==> config.mk <==
export PLATFORM = sky130hd
export DESIGN_NAME = hypot_seq
export DESIGN_NICKNAME = d
export VERILOG_FILES = /design/src/rtl/hypot_seq.sv
export SDC_FILE = /design/constraint.sdc
export NUM_CORES = 1
export LEC_CHECK = 0
export CORE_MARGIN = 1.5
export CORE_UTILIZATION = 55
export CTS_BUF_LIST = sky130_fd_sc_hd__clkbuf_2
export DETAILED_ROUTE_END_ITERATION = 8
export HOLD_SLACK_MARGIN = 0.05
export PLACE_DENSITY = 0.79
export SLEW_MARGIN = 20
export SYNTH_ARGS = -nofsm -noshare
export SYNTH_HDL_FRONTEND = slang
export SYNTH_SLANG_ARGS = --single-unit
export TNS_END_PERCENT = 10
==> constraint.sdc <==
create_clock -name clk -period 6.16 [get_ports clk]
set_clock_uncertainty 0.05 [all_clocks]
set_input_delay 0.924 -clock clk [delete_from_list [all_inputs] [get_ports clk]]
set_output_delay 0.924 -clock clk [all_outputs]
set_load 0.02 [all_outputs]
==> src/rtl/hypot_seq.sv <==
// Sequential floor(sqrt(x^2 + y^2)) built around one shared 9x9 multiplier.
// Squares both operands, sums them, then runs a 9-step trial-squaring root.
module hypot_seq (
    input  logic        clk,
    input  logic        rst_n,
    input  logic        ena,
    input  logic        start,
    input  logic [7:0]  x,
    input  logic [7:0]  y,
    output logic        busy,
    output logic        done,
    output logic [8:0]  result,
    output logic [16:0] sum_sq
);

    typedef enum logic [2:0] {
        S_IDLE,
        S_SQX,
        S_SQY,
        S_ROOT,
        S_FIN
    } state_t;

    state_t      state_q, state_d;
    logic [7:0]  x_q, y_q;
    logic [16:0] acc_q;
    logic [8:0]  root_q;
    logic [3:0]  bit_q;
    logic [8:0]  trial;
    logic [8:0]  mul_a;
    logic [17:0] prod;

    assign trial = root_q | (9'd1 << bit_q);

    // Single multiplier; the operand is chosen by the current step
    always_comb begin
        mul_a = '0;
        unique case (state_q)
            S_SQX:   mul_a = {1'b0, x_q};
            S_SQY:   mul_a = {1'b0, y_q};
            S_ROOT:  mul_a = trial;
            default: mul_a = '0;
        endcase
    end

    assign prod = 18'(mul_a) * 18'(mul_a);

    always_comb begin
        state_d = state_q;
        unique case (state_q)
            S_IDLE:  if (start) state_d = S_SQX;
            S_SQX:   state_d = S_SQY;
            S_SQY:   state_d = S_ROOT;
            S_ROOT:  if (bit_q == 4'd0) state_d = S_FIN;
            S_FIN:   state_d = S_IDLE;
            default: state_d = S_IDLE;
        endcase
    end

    always_ff @(posedge clk or negedge rst_n) begin
        if (!rst_n) begin
            state_q <= S_IDLE;
        end else if (ena) begin
            state_q <= state_d;
        end
    end

    always_ff @(posedge clk or negedge rst_n) begin
        if (!rst_n) begin
            x_q    <= '0;
            y_q    <= '0;
            acc_q  <= '0;
            root_q <= '0;
            bit_q  <= '0;
            busy   <= 1'b0;
            done   <= 1'b0;
            result <= '0;
            sum_sq <= '0;
        end else if (ena) begin
            busy <= (state_d != S_IDLE);
            done <= (state_q == S_FIN);
            unique case (state_q)
                S_IDLE: begin
                    if (start) begin
                        x_q    <= x;
                        y_q    <= y;
                        acc_q  <= '0;
                        root_q <= '0;
                    end
                end
                S_SQX: begin
                    acc_q <= prod[16:0];
                end
                S_SQY: begin
                    acc_q <= acc_q + prod[16:0];
                    bit_q <= 4'd8;
                end
                S_ROOT: begin
                    // 18-bit compare keeps oversized trials from being taken
                    if (prod <= {1'b0, acc_q}) root_q <= trial;
                    if (bit_q != 4'd0) bit_q <= bit_q - 4'd1;
                end
                S_FIN: begin
                    result <= root_q;
                    sum_sq <= acc_q;
                end
                default: ;
            endcase
        end
    end

endmodule

==> results.sh <==
export IMPL_synth_fp_nets=813
export IMPL_gp_congestion=0.957
export IMPL_crit_path_start_kind="register"
export IMPL_reg2reg_slack_ps=-400
export IMPL_drv_cap=0
export IMPL_overflow=0
export IMPL_crit_start="bit_q[3]$_DFFE_PN0P_"
export IMPL_slew_viol_final=0
export IMPL_critical_path_class="register to register"
export IMPL_max_clock_freq_ghz=0.152
export IMPL_period_share_pct=107
export IMPL_vias=5698
export IMPL_ys_warn_count=0
export IMPL_r2r_end="root_q[5]$_DFFE_PN0P_"
export IMPL_arrival_ps=7040
export IMPL_ctsHoldBuffers=0
export IMPL_worst_path_max_fanout=8
export IMPL_antenna_found_initial=0
export IMPL_cts_htree_levels=3
export IMPL_syn_inst=691
export IMPL_drc=0
export IMPL_worst_pin_slew_ps=963
export IMPL_end_kind="register"
export IMPL_portBuffers=47
export IMPL_die_w_um=111
export IMPL_violations="setup timing"
export IMPL_r2r_start="bit_q[3]$_DFFE_PN0P_"
export IMPL_rsz0062_at_grt="true"
export IMPL_postRouteAntennaNets=0
export IMPL_cts_tree="done"
export IMPL_final_cell_count_no_fill=994
export IMPL_numCtsBuffers=9
export IMPL_clkLatencyLatePin_ps=580
export IMPL_postRouteWirelength_um=17400
export IMPL_max_slew_margin_rel_pct=35.8
export IMPL_grt_pass1_vias=5974
export IMPL_dp_cells=969
export IMPL_cts_clk_slew_worst_paths_ps=220
export IMPL_ys_async_sr_fraction_pct=100
export IMPL_min_period_ps=6560
export IMPL_status="finished with violations"
export IMPL_fin_ws_ps=-402
export IMPL_holdWs_ps=405
export IMPL_drtIter0Drc=409
export IMPL_final_area_mm2=0.00838
export IMPL_placementRows=39
export IMPL_hold_class="input port to asynchronous set/reset pin"
export IMPL_required_ps=6640
export IMPL_area_growth_pct=30.6
export IMPL_dpl_instance_area_mm2=0.00795
export IMPL_die_h_um=111
export IMPL_synth_ff_type="dfrtp_1"
export IMPL_routedWlPerCell_um=17.6
export IMPL_ys_seq_area_share_pct=30.0
export IMPL_cts_sinks=77
export IMPL_grt_max_degree=78
export IMPL_nNetsFinal=968
export IMPL_drive_gt1_share_pct=30.4
export IMPL_crit_slowest_cell="fa_1"
export IMPL_crit_end="root_q[5]$_DFFE_PN0P_"
export IMPL_grt_pass1_wl_um=28300
export IMPL_cts_root_buffer="clkbuf_2"
export IMPL_diodes=0
export IMPL_netlist_area_mm2=0.00641
export IMPL_dp_final_hpwl_um=13000
export IMPL_ios=48
export IMPL_grtUsageTotal_pct=28.6
export IMPL_synth_cell_types=54
export IMPL_die_area_mm2=0.0123
export IMPL_max_stage_delay_ps=540
export IMPL_tns_ps=-4760
export IMPL_first_pass_iters=6
export IMPL_initial_core_util_pct=56.2
export IMPL_reg2regPathDepth=30
export IMPL_hold_viol=0
export IMPL_synth_edf_count=0
export IMPL_core_mm2=0.0114
export IMPL_postSynthAreaPerCell_um2=9.28
export IMPL_synth_seq_cells=77
export IMPL_setup_viol=15
export IMPL_cts_buffer_depth=2
export IMPL_vias_per_cell=5.73
[routing by layer]
layer / wire (µm) / global-route usage (%) / share of wire [%]
met5: 0 / 0 / 0
met4: 411 / 10.7 / 2.4
met3: 1230 / 6.07 / 7.0
met2: 8690 / 48.5 / 50
met1: 7120 / 36.0 / 41
[how the worst min path moves through the flow]
stage	to	slack (ps)	cells after the start
floorplan	root_q[1]$_DFFE_PN0P_	410	2
global placement	done$_DFFE_PN0P_	430	1
detailed placement	sum_sq[10]$_DFFE_PN0P_	450	1
CTS	acc_q[9]$_DFFE_PN0P_	420	1
global route	acc_q[9]$_DFFE_PN0P_	480	1
finish	acc_q[9]$_DFFE_PN0P_	400	1
[repair_timing]
action	CTS	global route
setup endpoints to repair	16	17
gates resized for setup	31	24
buffers inserted	7	2
pin swaps	27	16
[layout by cell type, fill, tap and decap left out, types with 5 or more instances in the layout]
| cell type | synthesis | final |
|---|---|---|
| buf_4 | 0 | 121 |
| a221oi_1 | 8 | 8 |
| o21bai_1 | 5 | 5 |
| and3_1 | 5 | 5 |
| a31oi_1 | 9 | 6 |
| a21oi_1 | 34 | 27 |
| inv_1 | 95 | 85 |
| o21ai_0 | 34 | 24 |
| a22oi_1 | 6 | 6 |
| ha_1 | 67 | 58 |
| clkbuf_2 | 1 | 11 |
| a21oi_2 | 1 | 7 |
| xor2_1 | 7 | 6 |
| mux2_2 | 42 | 42 |
| nand2_1 | 51 | 47 |
| nand2b_1 | 7 | 7 |
| xnor2_1 | 23 | 19 |
| o21ai_1 | 10 | 14 |
| o21ai_2 | 0 | 6 |
| clkdlybuf4s50_1 | 0 | 46 |
| nor2b_1 | 10 | 9 |
| nor2_2 | 0 | 11 |
| a21o_1 | 9 | 9 |
| nor2_1 | 60 | 46 |
| inv_2 | 0 | 8 |
| dfrtp_1 | 77 | 77 |
| nor3_1 | 8 | 8 |
| fa_1 | 35 | 33 |
| ha_4 | 0 | 7 |
| nand3_1 | 9 | 7 |
[area by class of cell]
| class | count | area, µm² |
|---|---|---|
| Inverter | 95 | 364 |
| Multi-Input combinational cell | 494 | 4380 |
| Clock buffer | 11 | 55.1 |
| Tap cell | 143 | 179 |
| Clock inverter | 5 | 83.8 |
| Timing Repair Buffer | 169 | 1390 |
| Sequential cell | 77 | 1930 |
| Fill cell | 795 | 3040 |
[critical path, delay by kind of cell, from the launching register on]
| family | cells | cell delay (ps) |
|---|---|---|
| AOI/OAI and AO/OA | 10 | 1670 |
| xor gates and xnor gates | 1 | 240 |
| adders and majority gates | 6 | 2410 |
| buffers and inverters | 7 | 750 |
| DFF | 1 | 480 |
| and+or+nand+nor | 6 | 890 |
[flip-flops by register name, indices dropped and copies added, names as in the netlist]
signal,flops
acc_q,17
busy,1
result,9
sum_sq,17
bit_q,4
x_q,8
root_q,9
done,1
state_q,3
y_q,8
[Yosys cell counts, drive strengths merged (9+ instances only)]
cell	number	area share, %
a21o	9	1.1
a21oi	35	2.8
a31oi	9	0.88
clkbuf	21	1.2
dfrtp	77	30
fa	35	11
ha	67	13
inv	95	5.6
mux2	42	7.4
nand2	51	3.0
nand3	9	0.70
nor2	60	3.5
nor2b	10	0.98
o21ai	44	3.4
xnor2	23	3.1
[kinds of logic after synthesis]
kind of cell    after synthesis  share of synthesized area, %
simple gates                174                          12.6
fa+ha+maj                   102                          24.0
xor+xnor                     30                          4.10
flops                        77                          30.0
mux                          46                          8.00
compound gates              142                          14.3
buf+inv                     120                          7.04
[metrics by stage]
step	util (%)	setup WS, ps
6_report	73.4	-402
5_1_grt	73.4	-719
4_1_cts	72.4	-330
3_5_place_dp	69.6	-578
3_3_place_gp	69.6	-426
2_1_floorplan	-	-33.8
Power is left out: the tool's default activity adds up to more than one toggle a clock period on the data nets, which glitch-free logic cannot reach.
